## src/rtl/csa_pkg.sv

```systemverilog
// csa_pkg: shared types and constants for the CSA S-box layer (taps, lookup tables, packing order).
// Latency: n/a (declarations and one combinational gather helper).
// Backpressure: n/a.
package csa_pkg;

    // One combiner result: three nibbles fed to the X/Y/Z combiner.
    typedef struct packed {
        logic [3:0] x;
        logic [3:0] y;
        logic [3:0] z;
    } csa_xyz_t;

    localparam int CSA_NBOX    = 7;
    localparam int CSA_SK_BITS = 5 * CSA_NBOX;

    // Bit positions in a_state feeding each S-box; element [k][4] is the S-box input MSB.
    // Bit position = 4*(nibble-1) + bit-within-nibble.
    localparam logic [5:0] CSA_SBOX_TAP [1:7][4:0] = '{
        '{6'd12, 6'd2,  6'd21, 6'd27, 6'd32},   // sbox1: A4.0 A1.2 A6.1 A7.3 A9.0
        '{6'd5,  6'd10, 6'd23, 6'd24, 6'd33},   // sbox2: A2.1 A3.2 A6.3 A7.0 A9.1
        '{6'd3,  6'd4,  6'd17, 6'd19, 6'd22},   // sbox3: A1.3 A2.0 A5.1 A5.3 A6.2
        '{6'd11, 6'd1,  6'd7,  6'd14, 6'd28},   // sbox4: A3.3 A1.1 A2.3 A4.2 A8.0
        '{6'd18, 6'd15, 6'd20, 6'd29, 6'd34},   // sbox5: A5.2 A4.3 A6.0 A8.1 A9.2
        '{6'd9,  6'd13, 6'd16, 6'd26, 6'd35},   // sbox6: A3.1 A4.1 A5.0 A7.2 A9.3
        '{6'd6,  6'd8,  6'd25, 6'd30, 6'd31}    // sbox7: A2.2 A3.0 A7.1 A8.2 A8.3
    };

    // S-box contents, 32 two-bit outputs each, indexed by the 5-bit input.
    localparam int CSA_SBOX_LUT [1:7][0:31] = '{
        '{2,0,1,1,2,3,3,0, 3,2,2,0,1,1,0,3, 0,3,3,0,2,2,1,1, 2,2,0,3,1,1,3,0},
        '{3,1,0,2,2,3,3,0, 1,3,2,1,0,0,1,2, 3,1,0,3,3,2,0,2, 0,0,1,2,2,1,3,1},
        '{2,0,1,2,2,3,3,1, 1,1,0,3,3,0,2,0, 1,3,0,1,3,0,2,2, 2,0,1,2,0,3,3,1},
        '{3,1,2,3,0,2,1,2, 1,2,0,1,3,0,0,3, 1,0,3,1,2,3,0,3, 0,3,2,0,1,2,2,1},
        '{2,0,0,1,3,2,3,2, 0,1,3,3,1,0,2,1, 2,3,2,0,0,3,1,1, 1,0,3,2,3,1,0,2},
        '{0,1,2,3,1,2,2,0, 0,1,3,0,2,3,1,3, 2,3,0,2,3,0,1,1, 2,1,1,2,0,3,3,0},
        '{0,3,2,2,3,0,0,1, 3,0,1,3,1,2,2,1, 1,0,3,3,0,1,1,2, 2,3,1,0,2,3,0,2}
    };

    // Packing order: nibble bit [i] takes bit CSA_*_BIT[i] of S-box CSA_*_BOX[i].
    localparam int CSA_X_BOX [3:0] = '{4, 3, 2, 1};
    localparam int CSA_X_BIT [3:0] = '{0, 0, 1, 1};
    localparam int CSA_Y_BOX [3:0] = '{6, 5, 4, 3};
    localparam int CSA_Y_BIT [3:0] = '{0, 0, 1, 1};
    localparam int CSA_Z_BOX [3:0] = '{2, 1, 7, 6};
    localparam int CSA_Z_BIT [3:0] = '{0, 0, 1, 1};

    // Gather the 35 S-box input bits; S-box k occupies bits [5k-1:5k-5].
    function automatic logic [CSA_SK_BITS-1:0] csa_gather(input logic [39:0] a);
        logic [CSA_SK_BITS-1:0] g;
        g = '0;
        for (int k = 1; k <= CSA_NBOX; k++) begin
            for (int b = 0; b < 5; b++) begin
                g[5*(k-1)+b] = a[CSA_SBOX_TAP[k][b]];
            end
        end
        return g;
    endfunction

endpackage

```

## src/rtl/csa_sbox_bank.sv

```systemverilog
// csa_sbox_bank: the seven CSA 5-in/2-out S-boxes plus the fixed X/Y/Z nibble packing.
// Latency: 0 cycles (purely combinational).
// Backpressure: none; the caller owns all handshaking.

module sbox1 import csa_pkg::*; (input logic [4:0] sin, output logic [1:0] sout);
    assign sout = 2'(CSA_SBOX_LUT[1][sin]);
endmodule

module sbox2 import csa_pkg::*; (input logic [4:0] sin, output logic [1:0] sout);
    assign sout = 2'(CSA_SBOX_LUT[2][sin]);
endmodule

module sbox3 import csa_pkg::*; (input logic [4:0] sin, output logic [1:0] sout);
    assign sout = 2'(CSA_SBOX_LUT[3][sin]);
endmodule

module sbox4 import csa_pkg::*; (input logic [4:0] sin, output logic [1:0] sout);
    assign sout = 2'(CSA_SBOX_LUT[4][sin]);
endmodule

module sbox5 import csa_pkg::*; (input logic [4:0] sin, output logic [1:0] sout);
    assign sout = 2'(CSA_SBOX_LUT[5][sin]);
endmodule

module sbox6 import csa_pkg::*; (input logic [4:0] sin, output logic [1:0] sout);
    assign sout = 2'(CSA_SBOX_LUT[6][sin]);
endmodule

module sbox7 import csa_pkg::*; (input logic [4:0] sin, output logic [1:0] sout);
    assign sout = 2'(CSA_SBOX_LUT[7][sin]);
endmodule

module csa_sbox_bank
    import csa_pkg::*;
(
    input  logic [CSA_SK_BITS-1:0] sk_in,
    output csa_xyz_t               xyz
);

    logic [7:1][1:0] s;

    sbox1 u_sbox1 (.sin(sk_in[4:0]),   .sout(s[1]));
    sbox2 u_sbox2 (.sin(sk_in[9:5]),   .sout(s[2]));
    sbox3 u_sbox3 (.sin(sk_in[14:10]), .sout(s[3]));
    sbox4 u_sbox4 (.sin(sk_in[19:15]), .sout(s[4]));
    sbox5 u_sbox5 (.sin(sk_in[24:20]), .sout(s[5]));
    sbox6 u_sbox6 (.sin(sk_in[29:25]), .sout(s[6]));
    sbox7 u_sbox7 (.sin(sk_in[34:30]), .sout(s[7]));

    // Route S-box output bits into the three nibbles using the package packing tables.
    always_comb begin
        xyz = '0;
        for (int i = 0; i < 4; i++) begin
            xyz.x[i] = s[CSA_X_BOX[i]][CSA_X_BIT[i]];
            xyz.y[i] = s[CSA_Y_BOX[i]][CSA_Y_BIT[i]];
            xyz.z[i] = s[CSA_Z_BOX[i]][CSA_Z_BIT[i]];
        end
    end

endmodule

```

## src/rtl/csa_sbox_layer.sv

```systemverilog
// csa_sbox_layer: CSA S-box layer, A snapshot -> {X,Y,Z} nibbles via a 2-entry output queue.
// Latency: accept-to-out_valid 1 cycle; 2 cycles when CSA_SBOX_PIPE_EN is defined (gather register).
// Backpressure: in_ready = occupancy < 2 from registered state only; no out_ready->in_ready path.
module csa_sbox_layer
    import csa_pkg::*;
#(
    parameter int DEPTH = 2
) (
    input  logic        clk,
    input  logic        rst,
    input  logic        in_valid,
    output logic        in_ready,
    input  logic [39:0] a_state,
    output logic        out_valid,
    input  logic        out_ready,
    output logic [3:0]  x_nib,
    output logic [3:0]  y_nib,
    output logic [3:0]  z_nib,
    output logic [1:0]  occupancy
);

    if (DEPTH != 2) begin : g_depth_chk
        $error("csa_sbox_layer: DEPTH must be 2");
    end

    localparam logic [1:0] OCC_CAP = 2'd2;

    logic                   acc_vld;
    logic                   pop_vld;
    logic                   q_push;
    logic [1:0]             q_cnt;
    csa_xyz_t               q_dat [2];
    csa_xyz_t               bank_xyz;
    csa_xyz_t               head_dat;
    logic [CSA_SK_BITS-1:0] sk_gather;
    logic [CSA_SK_BITS-1:0] bank_sk;

    assign acc_vld   = in_valid && in_ready;
    assign pop_vld   = out_valid && out_ready;
    assign sk_gather = csa_gather(a_state);

`ifdef CSA_SBOX_PIPE_EN
    logic                   stg_vld;
    logic [CSA_SK_BITS-1:0] stg_sk;

    // Gather register: holds the 35 tapped bits of an accepted snapshot for one cycle.
    // It always drains into the queue next cycle: the occupancy cap guarantees a free slot.
    always_ff @(posedge clk) begin
        if (rst) begin
            stg_vld <= 1'b0;
            stg_sk  <= '0;
        end else begin
            stg_vld <= acc_vld;
            if (acc_vld) begin
                stg_sk <= sk_gather;
            end
        end
    end

    assign bank_sk   = stg_sk;
    assign q_push    = stg_vld;
    assign occupancy = q_cnt + {1'b0, stg_vld};
`else
    assign bank_sk   = sk_gather;
    assign q_push    = acc_vld;
    assign occupancy = q_cnt;
`endif

    csa_sbox_bank u_bank (
        .sk_in (bank_sk),
        .xyz   (bank_xyz)
    );

    // Output queue, entry 0 is the head; a pop shifts entry 1 forward.
    // Push while full cannot happen: in_ready is low whenever occupancy has reached the cap.
    always_ff @(posedge clk) begin
        if (rst) begin
            q_cnt    <= 2'd0;
            q_dat[0] <= '0;
            q_dat[1] <= '0;
        end else begin
            case ({q_push, pop_vld})
                2'b10: begin
                    q_dat[q_cnt[0]] <= bank_xyz;
                    q_cnt           <= q_cnt + 2'd1;
                end
                2'b01: begin
                    q_dat[0] <= q_dat[1];
                    q_cnt    <= q_cnt - 2'd1;
                end
                2'b11: begin
                    // Count unchanged; the new result lands behind whatever remains.
                    if (q_cnt == 2'd1) begin
                        q_dat[0] <= bank_xyz;
                    end else begin
                        q_dat[0] <= q_dat[1];
                        q_dat[1] <= bank_xyz;
                    end
                end
                default: begin
                end
            endcase
        end
    end

    assign in_ready  = (occupancy < OCC_CAP);
    assign out_valid = (q_cnt != 2'd0);
    assign head_dat  = out_valid ? q_dat[0] : '0;
    assign x_nib     = head_dat.x;
    assign y_nib     = head_dat.y;
    assign z_nib     = head_dat.z;

endmodule

```

## config.mk

```make
export PLATFORM = sky130hd
export DESIGN_NAME = csa_sbox_layer
export DESIGN_NICKNAME = d
export VERILOG_FILES = /design/src/rtl/csa_pkg.sv /design/src/rtl/csa_sbox_bank.sv /design/src/rtl/csa_sbox_layer.sv
export SDC_FILE = /design/constraint.sdc
export NUM_CORES = 1
export LEC_CHECK = 0
export ABC_AREA = 1
export BUFFER_PORTS_ARGS = -buffer_cell sky130_fd_sc_hd__buf_2
export CAP_MARGIN = 25
export CORE_ASPECT_RATIO = 1.4
export CORE_MARGIN = 2
export CORE_UTILIZATION = 59
export DETAILED_ROUTE_END_ITERATION = 6
export GPL_TIMING_DRIVEN = 1
export PLACE_DENSITY = 0.95
export SYNTH_ARGS = -nofsm -noshare
export SYNTH_HDL_FRONTEND = slang
export SYNTH_SLANG_ARGS = --single-unit
```

## constraint.sdc

```tcl
create_clock -name clk -period 5.6 [get_ports clk]
set_input_delay 1.12 -clock clk [delete_from_list [all_inputs] [get_ports clk]]
set_output_delay 1.12 -clock clk [all_outputs]
set_load 0.02 [all_outputs]
```

# Word-level counts from Yosys, hierarchy flattened
# Memory sizes are Yosys's and may differ from the RTL's.
# Index checks and enable logic that the tools add are counted.
dict set report classes {
  n_eq_ne 4
  muxes 39
  n_lt_le_gt_ge 8
  bitwise 11
  reduce_logical 5
  n_addsub 2
}
# operator n
set ops {}
lappend ops {{12-bit 2-to-1 mux} 6}
lappend ops {{6-bit >= comparator (second input constant)} 7}
lappend ops {{5-bit inverter with 6-bit output} 7}
lappend ops {{2-bit 2-to-1 mux} 12}
lappend ops {{1-bit 2-to-1 mux} 20}
lappend ops {{12-bit OR reduction} 1}
lappend ops {{2-bit by 1-bit equality test with 1-bit output (second input constant)} 2}
lappend ops {{2-bit equality test (second input constant)} 2}
lappend ops {{1-bit bitwise OR} 4}
lappend ops {{2-bit one-hot mux with 2 select lines} 1}
lappend ops {{2-bit nonzero test} 2}
lappend ops {{2-bit by 1-bit adder with 2-bit output (second input constant)} 1}
lappend ops {{1-bit logical AND} 2}
lappend ops {{2-bit < comparator (second input constant)} 1}
lappend ops {{2-bit by 1-bit subtractor with 2-bit output (second input constant)} 1}
dict set report word_totals {
  input_bits 44
  ff_bits 2
  word_cells 78
  ramBits 24
  out_inout_bits 16
  rom_bits 7168
  mem_count 8
}
# memory words word_bits rd rd_clocked_by_memory_dff write_ports line
set mem_list {}
lappend mem_list {{(no name shown)} 32 32 1 0 0 csa_sbox_bank.sv:10} ;# assign sout = 2'(CSA_SBOX_LUT[2][sin]);
lappend mem_list {{(no name shown)} 32 32 1 0 0 csa_sbox_bank.sv:14} ;# assign sout = 2'(CSA_SBOX_LUT[3][sin]);
lappend mem_list {{(no name shown)} 32 32 1 0 0 csa_sbox_bank.sv:18} ;# assign sout = 2'(CSA_SBOX_LUT[4][sin]);
lappend mem_list {{(no name shown)} 32 32 1 0 0 csa_sbox_bank.sv:22} ;# assign sout = 2'(CSA_SBOX_LUT[5][sin]);
lappend mem_list {{(no name shown)} 32 32 1 0 0 csa_sbox_bank.sv:26} ;# assign sout = 2'(CSA_SBOX_LUT[6][sin]);
lappend mem_list {{(no name shown)} 32 32 1 0 0 csa_sbox_bank.sv:30} ;# assign sout = 2'(CSA_SBOX_LUT[7][sin]);
lappend mem_list {{+2 memories} -- -- -- -- -- --}

# Logic depth before layout (Yosys ltp)
# Gate-level depths: netlist of the first run.
dict set report depth {
  word_depth 10
  mapped_depth 13
  mapped_depth_nobuf 12
}

# Hierarchy
# Synthesis of the first run repeated with hierarchy kept, for this count alone.
dict set report unflattened {
  cells_unflattened 442
  area_unflattened_um2 2895.3
}
# mod area_per_inst_um2 cells_per_inst instances seq_area_each_um2
set modules_own_cells {}
lappend modules_own_cells {csa_sbox_layer 1391.3 158 1 760.7}
lappend modules_own_cells {sbox2 260.2 51 1 0.0}
lappend modules_own_cells {sbox7 245.2 41 1 0.0}
lappend modules_own_cells {sbox6 236.5 45 1 0.0}
lappend modules_own_cells {sbox1 226.5 45 1 0.0}
lappend modules_own_cells {sbox5 188.9 38 1 0.0}
lappend modules_own_cells {sbox3 173.9 31 1 0.0}
lappend modules_own_cells {sbox4 172.7 33 1 0.0}

# Worst setup path after synthesis of the first run
# OpenSTA, ideal clock, no wires.
dict set report synth_path {
  kind {flip-flop to output port}
  start {register q_cnt[1], in the netlist occupancy[1]}
  end {output port x_nib[0]}
  stages_incl_launch_ff 5
  slack_ns 3.081
  path_buffers 1
  arrival_ns 1.399
  cell_sequence {dfxtp_1 > inv_1 > ha_1 > clkbuf_1 > nor2_1}
}
dict set report synth_between {
  elab_chain_len 2
}
# item line
set synth_rtl {}
lappend synth_rtl {{start: declaration} csa_sbox_layer.sv:31} ;# logic [1:0] q_cnt;
lappend synth_rtl {{start signal: assignment} csa_sbox_layer.sv:85} ;# q_cnt <= q_cnt + 2'd1;
lappend synth_rtl {{start signal: assignment} csa_sbox_layer.sv:89} ;# q_cnt <= q_cnt - 2'd1;
lappend synth_rtl {{2-bit nonzero test} csa_sbox_layer.sv:107} ;# assign out_valid = (q_cnt != 2'd0);
lappend synth_rtl {{12-bit 2-to-1 mux} csa_sbox_layer.sv:108} ;# assign head_dat = out_valid ? q_dat[0] : '0;
lappend synth_rtl {{end: declaration} csa_sbox_layer.sv:16} ;# output logic [3:0] x_nib,
# No other way between the ends.

# Final worst setup path of the first run
dict set report layout_path {
  start {register q_cnt[0], in the netlist occupancy[0]}
  end {output port out_valid}
}
dict set report layout_between {
  elab_chain_len 1
}
# item line
set layout_rtl {}
lappend layout_rtl {{2-bit nonzero test} csa_sbox_layer.sv:107}
lappend layout_rtl {{end: declaration} csa_sbox_layer.sv:14} ;# output logic out_valid,
# No other way between the ends.

==> results of run 1 <==
per-layer routing:
metal	up-vias	global-route usage [%]	share of wire, %
met5	-	0	0
met4	0	7.11	0.90
met3	4	1.26	3.1
met2	53	40.7	55
met1	1054	23.0	41
li1	1259	-	-
kinds of logic after synthesis:
kind of cell | Yosys count | share of synthesized area, %
compound gates | 37 | 7.79
xor+xnor | 3 | 1.02
fa+ha+maj | 35 | 17.0
buf+inv | 92 | 14.4
flops | 26 | 29.6
simple gates | 182 | 30.1
worst min-delay path, delay by kind of cell (launching register included):
family	cells	cell delay [ns]
flip-flops	1	0.35
AO/OA/AOI/OAI	1	0.08
buffers and inverters	1	0.15
state kept, by name (all words and copies together) (netlist names):
name and count:
q_dat 24, occupancy 2
synthesized netlist by cell type:
cell,number
inv_2,3
buf_2,2
inv_1,82
clkbuf_4,1
buf_4,1
dfxtp_1,2
xor2_1,2
o21ai_0,16
buf_6,2
a21oi_1,16
o21ai_2,4
clkbuf_1,1
nand2_4,2
nand3_2,1
nand3_1,51
xnor2_1,1
nand2_1,103
nor2_1,23
edfxtp_1,24
ha_1,35
o21ai_1,1
nand2_2,2
final cells by class:
class	instances	area [um2]	share of cell area [%]
timing repair buffer	54	270	9.27
clock inverter	1	30.0	1.03
tap	45	56.3	1.93
inverter	85	319	10.9
multi-input combinational	257	1440	49.3
sequential	26	761	26.1
clock buffer	3	41.3	1.42
power groups by stage:
| stage | clock, mW | sequential, mW | combinational [mW] |
|---|---|---|---|
| after floorplan | 0 | 0.300 | 0.277 |
| after global placement | 0 | 0.293 | 0.359 |
| after detailed placement | 0 | 0.296 | 0.374 |
| after CTS | 0.157 | 0.292 | 0.377 |
| after global routing | 0.164 | 0.296 | 0.424 |
| final | 0.158 | 0.291 | 0.375 |
final timing paths:
kind	from	endpoint
max	occupancy[0]	out_valid
min	occupancy[0]	occupancy[0]
max reg2reg	occupancy[0]	q_dat[0][2]
min reg2reg	occupancy[0]	occupancy[0]
==> summary.md, run 1 <==
| Metric | Value |
|---|---|
| Hold slack | `0.611 ns` |
| Synth top area cells | `edfxtp_1 (28%), ha_1 (17%), nand2_1 (15%)` |
| Drt initial violations | `73` |
| Net Sw Frac | `40.2%` |
| Switching pwr | `0.332 mW` |
| Vias in the first global route | `2062` |
| Worst path top cell family by delay | `buffers and inverters` |
| Clk_lat worst skew | `0.28 ns` |
| Commonest non-fill, non-tap cell in the layout | `nand2_1` |
| CP Launch Type | `register` |
| Setup slack after layout | `3.01 ns` |
| Die H | `~82 um` |
| Initial Utilization | `61.1%` |
| Fmax | `385 MHz` |
| GR Util All Layers | `roughly a fifth` |
| Buf/Inv on CP | `3` |
| Clock power share | `19.2%` |
| RSZ-0062 raised after global routing | `no` |
| CP arrival | `1.47 ns` |
| Largest stage delay on the critical path | `between 0.4 and 0.5 ns` |
| Worst hold path cell count | `2` |
| # DRC | `0` |
| Reg power frac | `35.3%` |
| Critical-path cell list | `inv_1 -> ha_1 -> inv_2 -> buf_2` |
| Total power | `approximately 0.8 mW` |
| Worst reg2reg setup slack | `around 3.3 ns` |
| Worst Hold Class | `reg2reg` |
| Crit path kind | `reg2out` |
| P_leak | `1.73 nW` |
| Outcome | `complete, no violations` |
| First-pass GRT wire length | `between 8 and 9 mm` |
| Commonest non-fill, non-tap cells in the layout | `nand2_1 (103), inv_1 (82), buf_2 (54), nand3_1 (51), ha_1 (35)` |
| Syn Nets | `~450` |
| Final WL | `4.90 mm` |
| Flops & latches, synth | `26` |
| I/O pin total | `60` |
| Clk sinks | `26` |
| Post-CTS setup buffers | `0` |
| Post-DR vias/cell | `5.03` |
| Max clock buf depth | `2` |
| Antenna-violating nets left | `0` |
| DP Worst Slack | `3.08 ns` |
| Mapped Area | `2570 um2` |
| # hold bufs at CTS | `0` |
| Antenna violations before repair | `0` |
| Post-route cell area | `2920 um2` |
| Max-cap viol count | `0` |
| CORE AREA | `4200 um2` |
| Num CTS Buffers | `3` |
| Die Wd | `between 50 and 60 um` |
| CP max-delay cell | `ha_1` |
| Fill cell count | `328` |
| H-tree levels | `1` |
| Layout cells sized above 1 | `between 10% and 20%` |
| Rel. slew slack | `62.8%` |
| Area growth syn-to-layout | `13.5%` |
| DPL Wire Length | `3.89 mm` |
| Pre-antenna DRT Iters | `5` |
| Levels on crit path | `4` |
| Period utilization | `roughly 46%` |
| Layout Skew | `~0.0046 ns` |
| Tmin final | `2.59 ns` |
| Crit path max fanout | `13` |
| Total Neg Setup Slack | `0 ns` |
| Die ar. | `between 4000 and 5000 um2` |
| Comb power frac | `45.5%` |
| Ant. Diodes | `0` |
| Mapped Cells | `375` |
| Yosys warnings | `0` |
| Sequential fraction of the synthesis area | `29.6%` |
| Synth cell types | `22` |
| Power per cell area | `around 280 nW/um2` |
| Peak supply drop | `129 uV` |
| Largest net degree at the start of global routing | `25` |
| Placed cells | `467` |
| Reg clk slew, reported paths | `0.09 ns` |
| Internal | `between 0.4 and 0.5 mW` |
| Final Core Density | `a little over two thirds` |
| Gpl congestion | `0.864` |
| Via Count | `roughly 2400` |
| Clk Tree Root Cell | `clkbuf_8` |
| Area leader, netlist | `edfxtp_1` |
| Final Non-Filler Cells | `471` |
| Fin. Hold Viols | `0` |
| CTS tree | `built` |
| I/O Buffers | `54` |
| Worst EP required | `4.48 ns` |
| Max-slew violations | `0` |
| Worst setup EP type | `primary output` |
| Avg WL per Cell | `about 10 um` |
| CTS resizes | `0` |
| Worst-Margin Slew | `between 0.5 and 0.6 ns` |
| Dpl cell area | `roughly 2800 um2` |
| Synth top area share | `28.1%` |
| FP Rows | `28` |
| Syn avg cell area | `6.85 um2` |
| GRT Residual Overflow | `0` |
| R2R depth | `12` |
| Nets | `about 510` |
| Final setup viols | `0` |
No activity file was read; power rests on OpenSTA's default activity.
==> run 2: changes to the inputs <==
- CORE_UTILIZATION: 59 -> 55
- PLACE_DENSITY: 0.95 -> 0.91
- clock period: 5.6 -> 2.6 ns (I/O delays scaled with it)
==> run 2 against run 1 <==
Effect of this change: sequential power is 120% higher; final cell count is 3.6% higher; clock power is 110% higher.
==> summary.md, run 2 (synthesis gave the netlist of run 1 again) <==
| Metric | Value |
|---|---|
| Final setup viols | `0 (unchanged)` |
| Critical Path Start | `occupancy[0] (unchanged)` |
| Die ar. | `5240 um2 (was 4900 um2)` |
| Via Count | `2395 (was 2370)` |
| Hold slack | `0.533 ns (was 0.611 ns)` |
| Reg with most FFs | `q_dat (unchanged)` |
| Power per cell area | `604 nW/um2 (was 283 nW/um2)` |
| Num CTS Buffers | `3 (unchanged)` |
| Max-slew violations | `0 (unchanged)` |
| RSZ-0062 raised after global routing | `no (unchanged)` |
| Reg clk slew, reported paths | `0.09 ns (about the same)` |
| Post-route cell area | `2940 um2 (was 2920 um2)` |
| I/O Buffers | `54 (unchanged)` |
| Crit path max fanout | `24 (was 13)` |
| P_leak | `1.73 nW (unchanged)` |
| Antenna-violating nets left | `0 (unchanged)` |
| Post-DR vias/cell | `4.91 (was 5.03)` |
| Vias in the first global route | `2152 (was 2062)` |
| Net Sw Frac | `40.1% (was 40.2%)` |
| CP arrival | `2.33 ns (was 1.47 ns)` |
| HP Start | `rst (was occupancy[0])` |
| # DRC | `0 (unchanged)` |
| R2R depth | `12 (unchanged)` |
| CP Launch Type | `register (unchanged)` |
| Worst EP required | `2.64 ns (was 4.48 ns)` |
| Internal | `1.06 mW (was 0.493 mW)` |
| Comb power frac | `45.9% (was 45.5%)` |
| Pre-antenna DRT Iters | `4 (was 5)` |
| CTS tree | `built (unchanged)` |
| Worst hold path cell count | `4 (was 2)` |
| Ant. Diodes | `0 (unchanged)` |
| Nets | `506 (unchanged)` |
| Layout Skew | `0.00346 ns (was 0.00462 ns)` |
| Post-CTS setup buffers | `0 (unchanged)` |
| Worst setup EP type | `register (was primary output)` |
| Commonest non-fill, non-tap cell in the layout | `nand2_1 (unchanged)` |
| FF-to-FF Start | `occupancy[0] (unchanged)` |
| CTS resizes | `0 (unchanged)` |
| Clk sinks | `26 (unchanged)` |
| CORE AREA | `4500 um2 (was 4200 um2)` |
| Total Neg Setup Slack | `0 ns (unchanged)` |
| Reg power frac | `35.3% (about the same)` |
| Clk_lat worst skew | `0.27 ns (was 0.28 ns)` |
| Die Wd | `61.8 um (was 59.8 um)` |
| Crit path kind | `reg2reg (was reg2out)` |
| Worst-Margin Slew | `0.527 ns (was 0.557 ns)` |
| Placed cells | `484 (was 467)` |
| Gpl congestion | `0.866 (was 0.864)` |
| Max-cap viol count | `0 (unchanged)` |
| GRT Residual Overflow | `0 (unchanged)` |
| Fin. Hold Viols | `0 (unchanged)` |
| Clk Tree Root Cell | `clkbuf_8 (unchanged)` |
| Final WL | `4.77 mm (was 4.90 mm)` |
| DP Worst Slack | `0.352 ns (was 3.08 ns)` |
| Outcome | `complete, no violations (unchanged)` |
| Peak supply drop | `271 uV (was 129 uV)` |
| Layout cells sized above 1 | `16.4% (unchanged)` |
| Commonest non-fill, non-tap cells in the layout | `nand2_1 (103), inv_1 (82), buf_2 (54), nand3_1 (51), ha_1 (35) (unchanged)` |
| Largest net degree at the start of global routing | `25 (unchanged)` |
| Tmin final | `between 2 and 2.5 ns` |
| # hold bufs at CTS | `0 (unchanged)` |
| Initial Utilization | `57.1% (was 61.1%)` |
| Antenna violations before repair | `0 (unchanged)` |
| H-tree levels | `1 (unchanged)` |
| Final Non-Filler Cells | `488 (was 471)` |
| Total power | `1.77 mW (was 0.825 mW)` |
| DPL Wire Length | `3.88 mm (was 3.89 mm)` |
| First-pass GRT wire length | `7.93 mm (was 8.10 mm)` |
| Switching pwr | `0.711 mW (was 0.332 mW)` |
| Die H | `84.9 um (was 82.1 um)` |
| Clock power share | `18.8% (was 19.2%)` |
| Rel. slew slack | `64.8% (was 62.8%)` |
| Max clock buf depth | `2 (unchanged)` |
| Max reg flops | `24 (unchanged)` |
| Area growth syn-to-layout | `14.3% (was 13.5%)` |
| Avg WL per Cell | `9.78 um (was 10.4 um)` |
| FP Rows | `29 (was 28)` |
| Period utilization | `88.1%` |
| I/O pin total | `60 (unchanged)` |
| Dpl cell area | `2870 um2 (was 2840 um2)` |
| Final Core Density | `65.3% (was 69.3%)` |
| GR Util All Layers | `18.7% (was 20.9%)` |
| Worst Hold Class | `in2reg (was reg2reg)` |
| Fmax | `437 MHz` |
| Setup slack after layout | `0.310 ns (was 3.01 ns)` |
| Drt initial violations | `70 (was 73)` |
==> run 2: cell counts in the layout (fill, tap and decap cells not counted) <==
No cell type changed its count.
==> run 2: worst paths after layout <==
check,to,slack [ns]
setup / recovery,q_dat[0][2],0.31
hold / removal,occupancy[1],0.53
setup reg to reg,q_dat[0][2],0.31
hold reg to reg,occupancy[0],0.62
==> run 2: routing by layer <==
metal | track usage [%] | vias up | wire, um
met5 | 0 | - | 0
met4 | 5.80 | 0 | 68
met3 | 1.07 | 8 | 197
met2 | 36.7 | 78 | 2620
met1 | 19.7 | 1048 | 1890
li1 | - | 1261 | -
==> run 2: final cells by class <==
cell class | instances | area, um2
clock buffers | 3 | 41.3
clock inverters | 1 | 30.0
fillers | 414 | 1560
inverters | 85 | 319
multi-input cells | 257 | 1440
flip-flops and latches | 26 | 761
well taps | 62 | 77.6
repair buffers | 54 | 270
==> run 2: critical path, cell delays in order, from the launching register on <==
cell and delay, ns:
dfxtp_1 0.35, inv_1 0.15, ha_1 0.44, inv_2 0.09
nand2_4 0.09, inv_2 0.05, ha_1 0.20, nand3_1 0.13
nand2_4 0.17, o21ai_0 0.21, inv_1 0.06, nand2_1 0.06
inv_1 0.03
==> run 2: power groups by stage <==
| stage | sequential [mW] | clock, mW | combinational [mW] |
|---|---|---|---|
| after detailed placement | 0.636 | 0 | 0.814 |
| after global routing | 0.636 | 0.352 | 0.927 |
| after floorplan | 0.646 | 0 | 0.596 |
| final | 0.627 | 0.334 | 0.814 |
| after CTS | 0.627 | 0.336 | 0.821 |
| after global placement | 0.630 | 0 | 0.776 |
